File: config.mk
export PLATFORM = sky130hd
export DESIGN_NAME = upsampling_controller
export DESIGN_NICKNAME = d
export VERILOG_FILES = /design/src/rtl/upsampling_pkg.sv /design/src/rtl/upsampling_addr_gen.sv /design/src/rtl/upsampling_controller.sv
export SDC_FILE = /design/constraint.sdc
export NUM_CORES = 1
export LEC_CHECK = 0
export ABC_AREA = 1
export CAP_MARGIN = 20
export CORE_MARGIN = 8
export CORE_UTILIZATION = 30
export CTS_CLUSTER_DIAMETER = 200
export DETAILED_ROUTE_END_ITERATION = 8
export DONT_BUFFER_PORTS = 1
export GPL_ROUTABILITY_DRIVEN = 0
export PLACE_DENSITY = 0.41
export SLEW_MARGIN = 40
export SYNTH_ARGS = -nofsm -noshare
export SYNTH_HDL_FRONTEND = slang
export SYNTH_SLANG_ARGS = --single-unit
File: constraint.sdc
create_clock -name clk -period 2.91 [get_ports clk]
set_clock_uncertainty 0.2 [all_clocks]
set_input_delay 0 -clock clk [delete_from_list [all_inputs] [get_ports clk]]
set_output_delay 0 -clock clk [all_outputs]
set_load 0.005 [all_outputs]
File: src/rtl/upsampling_pkg.sv
// Shared types and constants for the 2x2 upsampling controller.
//   state_t    : controller FSM states
//   ADDR_W     : memory word-address width
//   DATA_W     : memory word width (two 8-bit pixels)
//   SEL_*      : edge-mux select encodings driven to the datapath
package upsampling_pkg;

    localparam int ADDR_W = 18;
    localparam int DATA_W = 16;

    localparam logic [1:0] SEL_NORMAL = 2'b00;
    localparam logic [1:0] SEL_EDGE   = 2'b01;

    typedef enum logic [2:0] {
        IDLE,
        PRE0,
        PRE1,
        PRE2,
        WR,
        ADV,
        ROWEND,
        FIN
    } state_t;

endpackage

File: src/rtl/upsampling_addr_gen.sv
// Row / word / phase counters and source/destination address arithmetic.
//   i_row_clr   : restart at row 0 (frame start)
//   i_step_clr  : restart at word 0, phase 0 (row prefill done)
//   i_phase_inc : advance the write phase (wraps 3 -> 0)
//   i_k_inc     : move to the next source word
//   i_r_inc     : move to the next source row
//   i_rd_sel    : read offset in row: 0 -> word 0, 1 -> word 1, 2 -> word k+2
//   o_phase     : current write phase
//   o_k_first / o_k_last / o_r_last / o_rd_due : position flags for the FSM
//   o_rd_addr / o_wr_addr : combinational addresses, registered by the top
module upsampling_addr_gen
    import upsampling_pkg::*;
#(
    parameter int                IMG_W    = 256,
    parameter int                IMG_H    = 256,
    parameter logic [ADDR_W-1:0] SRC_BASE = 18'h00000,
    parameter logic [ADDR_W-1:0] DST_BASE = 18'h08000
) (
    input  logic              clk,
    input  logic              rst,
    input  logic              i_row_clr,
    input  logic              i_step_clr,
    input  logic              i_phase_inc,
    input  logic              i_k_inc,
    input  logic              i_r_inc,
    input  logic [1:0]        i_rd_sel,
    output logic [1:0]        o_phase,
    output logic              o_k_first,
    output logic              o_k_last,
    output logic              o_r_last,
    output logic              o_rd_due,
    output logic [ADDR_W-1:0] o_rd_addr,
    output logic [ADDR_W-1:0] o_wr_addr
);

    localparam logic [ADDR_W-1:0] WPR    = ADDR_W'(IMG_W / 2);
    localparam logic [ADDR_W-1:0] IMG_WA = ADDR_W'(IMG_W);
    localparam logic [ADDR_W-1:0] LAST_R = ADDR_W'(IMG_H - 1);

    logic [ADDR_W-1:0] r_row;
    logic [ADDR_W-1:0] r_k;
    logic [1:0]        r_phase;
    logic [ADDR_W-1:0] w_row_base;
    logic [ADDR_W-1:0] w_out_row;

    always_ff @(posedge clk or posedge rst) begin
        if (rst) begin
            r_row   <= '0;
            r_k     <= '0;
            r_phase <= '0;
        end else begin
            if (i_row_clr)
                r_row <= '0;
            else if (i_r_inc)
                r_row <= r_row + 1'b1;

            if (i_step_clr) begin
                r_k     <= '0;
                r_phase <= '0;
            end else if (i_k_inc) begin
                r_k     <= r_k + 1'b1;
                r_phase <= '0;
            end else if (i_phase_inc) begin
                r_phase <= r_phase + 2'd1;
            end
        end
    end

    assign o_phase   = r_phase;
    assign o_k_first = (r_k == '0);
    assign o_k_last  = (r_k == WPR - 1'b1);
    assign o_r_last  = (r_row == LAST_R);
    assign o_rd_due  = ((r_k + ADDR_W'(2)) < WPR);

    assign w_row_base = SRC_BASE + r_row * WPR;

    always_comb begin
        o_rd_addr = w_row_base;
        case (i_rd_sel)
            2'd1:    o_rd_addr = w_row_base + ADDR_W'(1);
            2'd2:    o_rd_addr = w_row_base + r_k + ADDR_W'(2);
            default: o_rd_addr = w_row_base;
        endcase
    end

    // Each source row expands to two output rows; phase[1] picks the lower one,
    // phase[0] picks the right-hand word of the pixel pair.
    assign w_out_row = (r_row << 1) + ADDR_W'(r_phase[1]);
    assign o_wr_addr = DST_BASE + w_out_row * IMG_WA + (r_k << 1) + ADDR_W'(r_phase[0]);

endmodule

File: src/rtl/upsampling_controller.sv
// Sequencing FSM for the 2x2 upsampling datapath.
//   clk, rst         : clock, async active-high reset
//   i_start          : frame start pulse (honoured only when idle)
//   o_rd_en/o_r_addr : source read strobe and word address
//   o_shift_enb      : datapath window shift (aligned with returning read data)
//   o_wr_en/o_w_addr : destination write strobe and word address
//   o_mux_*_sel      : edge and phase selects for the datapath
//   o_end_of_pixel   : last write for the current source word
//   o_busy / o_done  : frame in progress / frame complete pulse
// Every output is a register fed by a decode of the current state, so the
// whole output schedule trails the state sequence by one cycle.
module upsampling_controller
    import upsampling_pkg::*;
#(
    parameter int                IMG_W    = 256,
    parameter int                IMG_H    = 256,
    parameter logic [ADDR_W-1:0] SRC_BASE = 18'h00000,
    parameter logic [ADDR_W-1:0] DST_BASE = 18'h08000
) (
    input  logic              clk,
    input  logic              rst,
    input  logic              i_start,
    output logic              o_rd_en,
    output logic [ADDR_W-1:0] o_r_addr,
    output logic              o_shift_enb,
    output logic              o_wr_en,
    output logic [ADDR_W-1:0] o_w_addr,
    output logic [1:0]        o_mux_first1_sel,
    output logic [1:0]        o_mux_end1_sel,
    output logic              o_mux_first2_sel,
    output logic              o_mux_end2_sel,
    output logic              o_end_of_pixel,
    output logic              o_busy,
    output logic              o_done
);

    state_t            r_state, w_next;
    logic [1:0]        w_phase;
    logic              w_k_first, w_k_last, w_r_last, w_rd_due;
    logic [ADDR_W-1:0] w_rd_addr, w_wr_addr;
    logic              w_row_clr, w_step_clr, w_phase_inc, w_k_inc, w_r_inc;
    logic [1:0]        w_rd_sel;
    logic              w_rd, w_shift, w_wr, w_eop, w_busy, w_done;

    upsampling_addr_gen #(
        .IMG_W(IMG_W), .IMG_H(IMG_H), .SRC_BASE(SRC_BASE), .DST_BASE(DST_BASE)
    ) u_addr (
        .clk        (clk),
        .rst        (rst),
        .i_row_clr  (w_row_clr),
        .i_step_clr (w_step_clr),
        .i_phase_inc(w_phase_inc),
        .i_k_inc    (w_k_inc),
        .i_r_inc    (w_r_inc),
        .i_rd_sel   (w_rd_sel),
        .o_phase    (w_phase),
        .o_k_first  (w_k_first),
        .o_k_last   (w_k_last),
        .o_r_last   (w_r_last),
        .o_rd_due   (w_rd_due),
        .o_rd_addr  (w_rd_addr),
        .o_wr_addr  (w_wr_addr)
    );

    always_ff @(posedge clk or posedge rst) begin
        if (rst) r_state <= IDLE;
        else     r_state <= w_next;
    end

    always_comb begin
        w_next = r_state;
        case (r_state)
            IDLE:    if (i_start) w_next = PRE0;
            PRE0:    w_next = PRE1;
            PRE1:    w_next = PRE2;
            PRE2:    w_next = WR;
            WR:      if (w_phase == 2'd3) w_next = w_k_last ? ROWEND : ADV;
            ADV:     w_next = WR;
            ROWEND:  w_next = w_r_last ? FIN : PRE0;
            FIN:     w_next = IDLE;
            default: w_next = IDLE;
        endcase
    end

    always_comb begin
        w_row_clr   = 1'b0;
        w_step_clr  = 1'b0;
        w_phase_inc = 1'b0;
        w_k_inc     = 1'b0;
        w_r_inc     = 1'b0;
        w_rd_sel    = 2'd0;
        w_rd        = 1'b0;
        w_shift     = 1'b0;
        w_wr        = 1'b0;
        w_eop       = 1'b0;
        w_done      = 1'b0;
        w_busy      = (r_state != IDLE);
        case (r_state)
            IDLE:   w_row_clr = i_start;
            PRE0:   w_rd = 1'b1;
            PRE1: begin
                w_rd     = 1'b1;
                w_rd_sel = 2'd1;
                w_shift  = 1'b1;
            end
            PRE2: begin
                w_shift    = 1'b1;
                w_step_clr = 1'b1;
            end
            WR: begin
                w_wr        = 1'b1;
                w_phase_inc = 1'b1;
                if (w_phase == 2'd3) begin
                    w_eop    = 1'b1;
                    w_rd     = w_rd_due;
                    w_rd_sel = 2'd2;
                end
            end
            // The last ADV of a row shifts in an undefined word; the datapath
            // only consumes that slot under the right-edge select.
            ADV: begin
                w_shift = 1'b1;
                w_k_inc = 1'b1;
            end
            ROWEND: w_r_inc = !w_r_last;
            FIN:    w_done  = 1'b1;
            default: ;
        endcase
    end

    always_ff @(posedge clk or posedge rst) begin
        if (rst) begin
            o_rd_en          <= 1'b0;
            o_r_addr         <= '0;
            o_shift_enb      <= 1'b0;
            o_wr_en          <= 1'b0;
            o_w_addr         <= '0;
            o_mux_first1_sel <= SEL_NORMAL;
            o_mux_end1_sel   <= SEL_NORMAL;
            o_mux_first2_sel <= 1'b0;
            o_mux_end2_sel   <= 1'b0;
            o_end_of_pixel   <= 1'b0;
            o_busy           <= 1'b0;
            o_done           <= 1'b0;
        end else begin
            o_rd_en        <= w_rd;
            o_shift_enb    <= w_shift;
            o_wr_en        <= w_wr;
            o_end_of_pixel <= w_eop;
            o_busy         <= w_busy;
            o_done         <= w_done;
            if (w_rd)
                o_r_addr <= w_rd_addr;
            // Addresses and selects hold between writes.
            if (w_wr) begin
                o_w_addr         <= w_wr_addr;
                o_mux_first1_sel <= w_k_first ? SEL_EDGE : SEL_NORMAL;
                o_mux_end1_sel   <= w_k_last  ? SEL_EDGE : SEL_NORMAL;
                o_mux_first2_sel <= w_phase[0];
                o_mux_end2_sel   <= w_phase[1];
            end
        end
    end

endmodule
### Yosys cells after proc, flatten, opt, wreduce, memory -nomap -nowiden

Cells that the tools add are included.

* flip-flop bits (word level): 89
* bits in latches: 0
* bits in writable memories: 0
* ROM bits: 0
* bits of input ports: 3
* output and inout port bits: 48
* word-level logic and storage cells: 81
* memories kept: 0

* $add $sub $neg: 11
* multipliers: 0
* divide/modulo/power cells: 0
* $lt $le $gt $ge: 1
* equal/unequal tests: 14
* shifts and indexed selects: 0
* multiplexer cells: 28
* bitwise logic cells: 0
* reduce and logical (&&, ||, !) cells: 11

Operator list (number)
* 18-bit two-way mux: 4
* 18-bit by 1-bit adder with 18-bit output, second input constant: 3
* 18-bit adder: 2
* 18-bit by 2-bit adder with 18-bit output, second input constant: 2
* 18-bit case mux with 2 select lines: 1
* 3-bit case mux with 7 select lines: 1
* 16-bit by 18-bit adder with 18-bit output, first input constant: 1
* 18-bit by 1-bit adder with 18-bit output: 1
* 18-bit by 7-bit == test with 1-bit output, second input constant: 1
* 18-bit by 8-bit == test with 1-bit output, second input constant: 1
* 18-bit zero test: 1
* 18-bit by 8-bit < comparator with 1-bit output, second input constant: 1
* 3-bit == test, second input constant: 4
* 1-bit two-way mux: 12
* 10-bit by 1-bit adder with 10-bit output: 1
* 2-bit two-way mux: 5
* 3-bit two-way mux: 3
* 3-bit by 2-bit == test with 1-bit output, second input constant: 2
* 3-bit nonzero test: 2
* 2-bit == test, second input constant: 2
* 2-bit inequality test, second input constant: 2
* 2-bit case mux with 2 select lines: 1
* 2-bit nonzero test: 2
* 2-bit OR reduction: 2
* other kinds (8): 8

### Logic depth before layout (Yosys ltp)

Gate-level depths: netlist (run 1).

* word-level depth: 5
* depth in mapped cells: 15

### Cells and area by module

Synthesis (run 1) repeated with hierarchy kept, for this count alone.

* cells, all modules: 812
* area total of the unflattened synthesis: 5838.1 µm²

Modules (own cells, without submodules)
* upsampling_addr_gen: instances 1, cells each 588, area an instance 3854.9 µm², seq. area each 950.9 µm²
* upsampling_controller: instances 1, cells each 224, area an instance 1983.2 µm², seq. area each 1226.2 µm²

### Worst setup path after synthesis (run 1)

OpenSTA, ideal clock, no wires.

* path type: reg2reg
* start: register u_addr.r_row[0]
* end: register o_w_addr[15]
* arrival time: 1.860 ns
* path slack: 0.712 ns
* stages on the path, launching flop included: 9
* path buffers: 0
* cells stage by stage: dfrtp_1 > ha_1 > ha_1 > fa_1 > nand3_1 > nand3_1 > a21oi_1 > or2_2 > a31oi_1

* cells in the longest elaborated chain, start to end: 4

RTL lines
* start: declaration: line upsampling_addr_gen.sv:40 `logic [ADDR_W-1:0] r_row;`
* start signal: assignment: line upsampling_addr_gen.sv:55 `r_row <= r_row + 1'b1;`
* 10-bit by 1-bit adder with 10-bit output: line upsampling_addr_gen.sv:88 `assign w_out_row = (r_row << 1) + ADDR_W'(r_phase[1]);`
* 16-bit by 18-bit adder with 18-bit output: line upsampling_addr_gen.sv:89 `assign o_wr_addr = DST_BASE + w_out_row * IMG_WA + (r_k << 1) + ADDR_W'(r_phase[0]);`
* 18-bit adder: line upsampling_addr_gen.sv:89
* 18-bit by 1-bit adder with 18-bit output: line upsampling_addr_gen.sv:89
* end signal: assignment: line upsampling_controller.sv:156 `o_w_addr <= w_wr_addr;`
* end: declaration: line upsampling_controller.sv:27 `output logic [ADDR_W-1:0] o_w_addr,`

Every way passes these cells.
A chain may end at the register's enable or synchronous reset.

### Worst setup path in the final report (run 1)

* start: register u_addr.r_row[0]
* end: register o_w_addr[17]

The elaborated chain is that of the path after synthesis.

==> impl_metrics.toml, run 1 <==
[placement]
dp.cells = 1009
numPortBuffers = 0
dp_slack_ns = 0.332
placed_area_um2 = 5960
dp_hpwl_mm = 13.6

[timing]
rsz0062_at_grt = "no"
slew_violations = 0
maxSlewHeadroom_pct = 55.5
holdWs_ns = -0.0228
hold_violations = 33
fin_tns_setup_ns = 0
tightest_slew_ns = 0.660
fin_crit_sh_pct = 87.8
worst_slack_ns = 0.356
post-route-min-period_ns = 2.55
max_freq_mhz = 392
setup_viol = 0

[synthesis]
ys.flop_type = "dfrtp_1"
synth-edff-count = 0
yosysTopAreaCell = "dfrtp_1"
yosysUniqueCellTypes = 44
post_synth_most_frequent_cells = "nand2_1 (209), inv_1 (89), dfrtp_1 (86), nand3_1 (81), o21ai_0 (62)"
yosysWarnings = 0
yosysMostFrequentCell = "nand2_1"
synth_area_leaders = "dfrtp_1 (38%), nand2_1 (14%), nand3_1 (7.2%), ha_1 (7.1%), inv_1 (5.9%)"
syn_inst = 778
syn_avg_cell_area_um2 = 7.25
synthArstFlopShare_pct = 100
ys_ff_latch = 86
synth_top_area_share_pct = 38.2
seq_area_frac_synth_pct = 38.2
netlist_area_um2 = 5640

[clock_tree]
path_clk_slew_ns = 0.07
clock_sinks = 86
root_buffer = "clkbuf_16"
cts_buffers = 9
cts_tree = "done"
cts_max_path_buffers = 2
ctsHtreeMaxLevel = 3
clock_latency_ns = 0.36

[final_layout]
fin_cells = 1027
multi_input_area_um2 = 3040
n_fill_cell = 1999
design_area_um2 = 6320
n_antenna_cell = 0
drive_gt1_share_pct = 6.18
utilization_pct = 34.0
register_area_um2 = 2150
syn_to_final_growth_pct = 12.0
nets = 824

[routing]
drtIter0Drc = 317
num_vias = 5165
wirelength_mm = 17.6
first_pass_iters = 4
ant_nets = 0
drc = 0
vias_per_cell = 5.03
wl_per_cell_um = 17.2

[worst_setup_path]
crit_arrival_ns = 2.60
timing.rr.start = "u_addr.r_row[0]"
worstSetupEndpointType = "flop"
r2r_end = "o_w_addr[17]"
crit_family = "adder cells"
slowest_delay_ns = 0.59
r2r_setup_slack_ns = 0.36
crit_fanout = 10
critPathBufInv = 0
crit_chain = "ha_1, ha_1, fa_1, nand3_1, nand3_1, nand4_1, a21oi_1, o31ai_1"
ff2ff_path_depth = 8
crit_cells = 8
cp-start-kind = "flop"
cpMaxStageDelayCell = "dfrtp_1"
critPathKind = "reg2reg"
required_ns = 2.96

[floorplan]
core_area_um2 = 18600
die-area_um2 = 23400
start_util_pct = 30.4
std_cell_rows = 50
io_pins = 51
die_h_um = 153
die_w_um = 153

[global_routing]
groute.usage.overall_pct = 15.4
grt_antenna_before_repair = 0
overflow = 0
grt_max_degree = 54
grt_pass1_wl_mm = 28.7
grt_pass1_vias = 5189

[pwr]
ir_drop_uv = 293
cellPowerDensity_nw_per_um2 = 627
power_leakage_nw = 3.15

[status]
status = "finished with violations"
violations = "hold timing"

[worst_hold_path]
hold_class = "in2async"

[job]
max_cap_violations = 0
==> layout make-up <==
type                    instances  area share (%)
repair buffers                 17            2.30
flip-flops and latches         86            34.1
clock inverters                 6            1.55
multi-input cells             580            48.1
well taps                     234            4.64
clock buffers                  10            3.78
inverters                      94            5.61
==> registers in the layout (all words and copies together) (netlist names) <==
signal,cells
o_w_addr,18
u_addr.o_phase,2
o_end_of_pixel,1
o_r_addr,18
o_rd_en,1
u_addr.r_k,18
o_busy,1
o_mux_first1_sel,1
o_mux_end2_sel,1
o_done,1
o_shift_enb,1
u_addr.r_row,18
r_state,3
o_wr_en,1
o_mux_end1_sel,1
==> power breakdown <==
group	internal, mW	switching (mW)	leakage (nW)
sequential	1.39	0.218	1.17
combinational	0.311	0.710	1.81
clock	0.792	0.540	0.166
==> cells in the final DEF (no fill, tap or decap), types with 14 or more instances in the layout <==
cell       n
inv_1     88
nand2_1  209
nand4_1   26
a21oi_1   27
dfrtp_1   86
xor2_1    15
o21ai_0   62
ha_1      32
nor2_1    61
nor3_1    18
buf_4     14
nand3_1   81
==> per-layer routing <==
layer	track usage (%)	vias to the layer above	part of all wire, %
met5	0	-	0
met4	5.51	0	2.3
met3	3.07	22	4.9
met2	25.1	107	47
met1	19.9	2444	46
li1	-	2592	-
==> how the worst max path moves through the flow <==
stage                                from      endpoint  slack (ns)
after CTS                 u_addr.r_row[0]  o_w_addr[17]        0.33
after global placement      u_addr.r_k[3]   o_r_addr[8]        0.40
after floorplan                       rst        o_busy        0.49
final                     u_addr.r_row[0]  o_w_addr[17]        0.36
after global routing        u_addr.r_k[2]  o_r_addr[15]        0.13
after detailed placement  u_addr.r_row[0]  o_w_addr[17]        0.33
==> per-stage QoR <==
step,hold slack (ns),power (mW)
after floorplan,0.0331,2.31
after global placement,-0.202,2.67
after detailed placement,-0.201,2.68
after CTS,0.0113,4.04
after global routing,0.0430,4.23
final,-0.0228,3.96
==> logic make-up after synthesis <==
logic type                 synth area share [%]
other                                    0.0665
and+or+nand+nor                            32.7
adders and majority gates                  7.46
DFF                                        38.2
buffers and inverters                      8.08
AOI/OAI and AO/OA                          10.6
xor gates and xnor gates                   2.95
==> repair_timing <==
| item | CTS | global route |
|---|---|---|
| hold endpoints to repair | 106 | 0 |
| hold buffers | 2 | 0 |
| setup buffers | 0 | 0 |
| gates resized for setup | 0 | 0 |
(Power assumes the default switching activity.)
==> run 2: changes to the inputs <==
--- a/config.mk
+++ b/config.mk
@@ -9,6 +9,7 @@
 export CAP_MARGIN = 20
 export CORE_MARGIN = 8
 export CORE_UTILIZATION = 30
+export CTS_BUF_LIST = sky130_fd_sc_hd__clkbuf_8
 export CTS_CLUSTER_DIAMETER = 200
 export DETAILED_ROUTE_END_ITERATION = 8
 export DONT_BUFFER_PORTS = 1
==> run 2 against run 1 <==
The run now ends clean. First-iteration DRC count rose by 11%. Die area unchanged. Sequential power about the same. Design area down 1.1%. Worst setup slack got worse by 0.00074 ns. Worst hold slack better by 0.27 ns. Power down 7.6%. Clock power shrank 23%. Register-to-register slack about the same. Core utilization fell by 0.38 points. Critical endpoint unchanged. Largest power group unchanged.
==> impl_metrics.toml, run 2 (synthesis results as in run 1) <==
[status]
status = "complete, no violations"

[routing]
num_vias = 5183
ant_nets = 0
wirelength_mm = 17.7
vias_per_cell = 5.04
wl_per_cell_um = 17.2
drtIter0Drc = 351
first_pass_iters = 5
drc = 0

[clock_tree]
root_buffer = "clkbuf_8"
clock_sinks = 86
cts_buffers = 9
cts_tree = "done"
ctsHtreeMaxLevel = 3
cts_setup_buffers = 0
clock_latency_ns = 0.39
cts_max_path_buffers = 2
path_clk_slew_ns = 0.10

[floorplan]
die_h_um = 153
start_util_pct = 30.4
die-area_um2 = 23400
io_pins = 51
core_area_um2 = 18600
std_cell_rows = 50
die_w_um = 153

[final_layout]
n_antenna_cell = 0
drive_gt1_share_pct = 6.29
n_fill_cell = 2010
layout_commonest_cell = "nand2_1"
syn_to_final_growth_pct = 10.7
final_cell_mix = "nand2_1 (209), inv_1 (88), dfrtp_1 (86), nand3_1 (81), o21ai_0 (62)"
fin_cells = 1029
nets = 826
design_area_um2 = 6240
utilization_pct = 33.6

[timing]
slew_violations = 0
worst_slack_ns = 0.356
tightest_slew_ns = 0.646
fin_crit_sh_pct = 87.8
maxSlewHeadroom_pct = 56.5
setup_viol = 0
holdWs_ns = 0.243
rsz0062_at_grt = "no"
hold_violations = 0
fin_tns_setup_ns = 0
max_freq_mhz = 391
post-route-min-period_ns = 2.55

[placement]
dp_slack_ns = 0.332
dp_hpwl_mm = 13.6
dp.cells = 1009
placed_area_um2 = 5960
numPortBuffers = 0

[worst_hold_path]
hold_class = "in2reg"

[worst_setup_path]
worstSetupEndpointType = "flop"
cp-start-kind = "flop"
crit_chain = "ha_1, ha_1, fa_1, nand3_1, nand3_1, nand4_1, a21oi_1, o31ai_1"
required_ns = 3.00
slowest_delay_ns = 0.59
critPathKind = "reg2reg"
crit_arrival_ns = 2.64
crit_fanout = 10
cpMaxStageDelayCell = "dfrtp_1"

[pwr]
power_mw = 3.66
cellPowerDensity_nw_per_um2 = 587
ir_drop_uv = 272
power_leakage_nw = 3.12

[global_routing]
overflow = 0
groute.usage.overall_pct = 15.3
grt_pass1_vias = 5173
grt_pass1_wl_mm = 28.7
grt_max_degree = 54
grt_antenna_before_repair = 0

[job]
max_cap_violations = 0
-- run 2: cell types whose count changed in the layout (fill, tap and decap cells not counted) --
cell           change
dlygate4sd3_1      +1
clkbuf_8           +9
buf_12             +1
clkbuf_16          -9
-- run 2: area by class of cell --
| type | count | area [um^2] | share of cell area (%) |
|---|---|---|---|
| multi-input cells | 580 | 3040 | 48.6 |
| flip-flops and latches | 86 | 2150 | 34.5 |
| inverters | 94 | 354 | 5.67 |
| well taps | 234 | 293 | 4.69 |
| repair buffers | 19 | 175 | 2.81 |
| clock buffers | 10 | 138 | 2.20 |
| clock inverters | 6 | 97.6 | 1.56 |
-- run 2: report_power, final --
group          switching (mW)  internal, mW
logic                   0.710         0.314
clock network           0.508         0.523
registers               0.217          1.39
total                    1.44          2.23
-- run 2: worst max-delay path, delay by kind of cell (launching register included) --
kind	cells	cell delay (ns)
AO/OA/AOI/OAI	2	0.36
adder cells (fa/ha/maj)	3	0.95
flip-flops	1	0.59
AND/OR/NAND/NOR	3	0.37
-- run 2: path summary, 6_finish.rpt --
check / startpoint / endpoint / slack [ns] / depth (start not counted)
hold / removal: i_start / r_state[0] / 0.24 / 3
setup reg to reg: u_addr.r_row[0] / o_w_addr[17] / 0.36 / 8
hold reg to reg: o_w_addr[10] / o_w_addr[10] / 0.31 / 2
max in group asynchronous: rst / r_state[2] / 1.74 / 4
min in group asynchronous: rst / o_r_addr[17] / 0.47 / 4
setup / recovery: u_addr.r_row[0] / o_w_addr[17] / 0.36 / 8
-- run 2: timing repair --
action                    4_1_cts  5_1_grt
hold endpoints to repair      106        0
hold buffers                    4        0
gates resized for setup         0        0
-- run 2: layer usage --
layer / global-route usage, % / part of all wire (%)
met1: 19.8 / 47
met2: 24.9 / 47
met3: 3.55 / 4.4
met4: 4.85 / 2.2
met5: 0 / 0
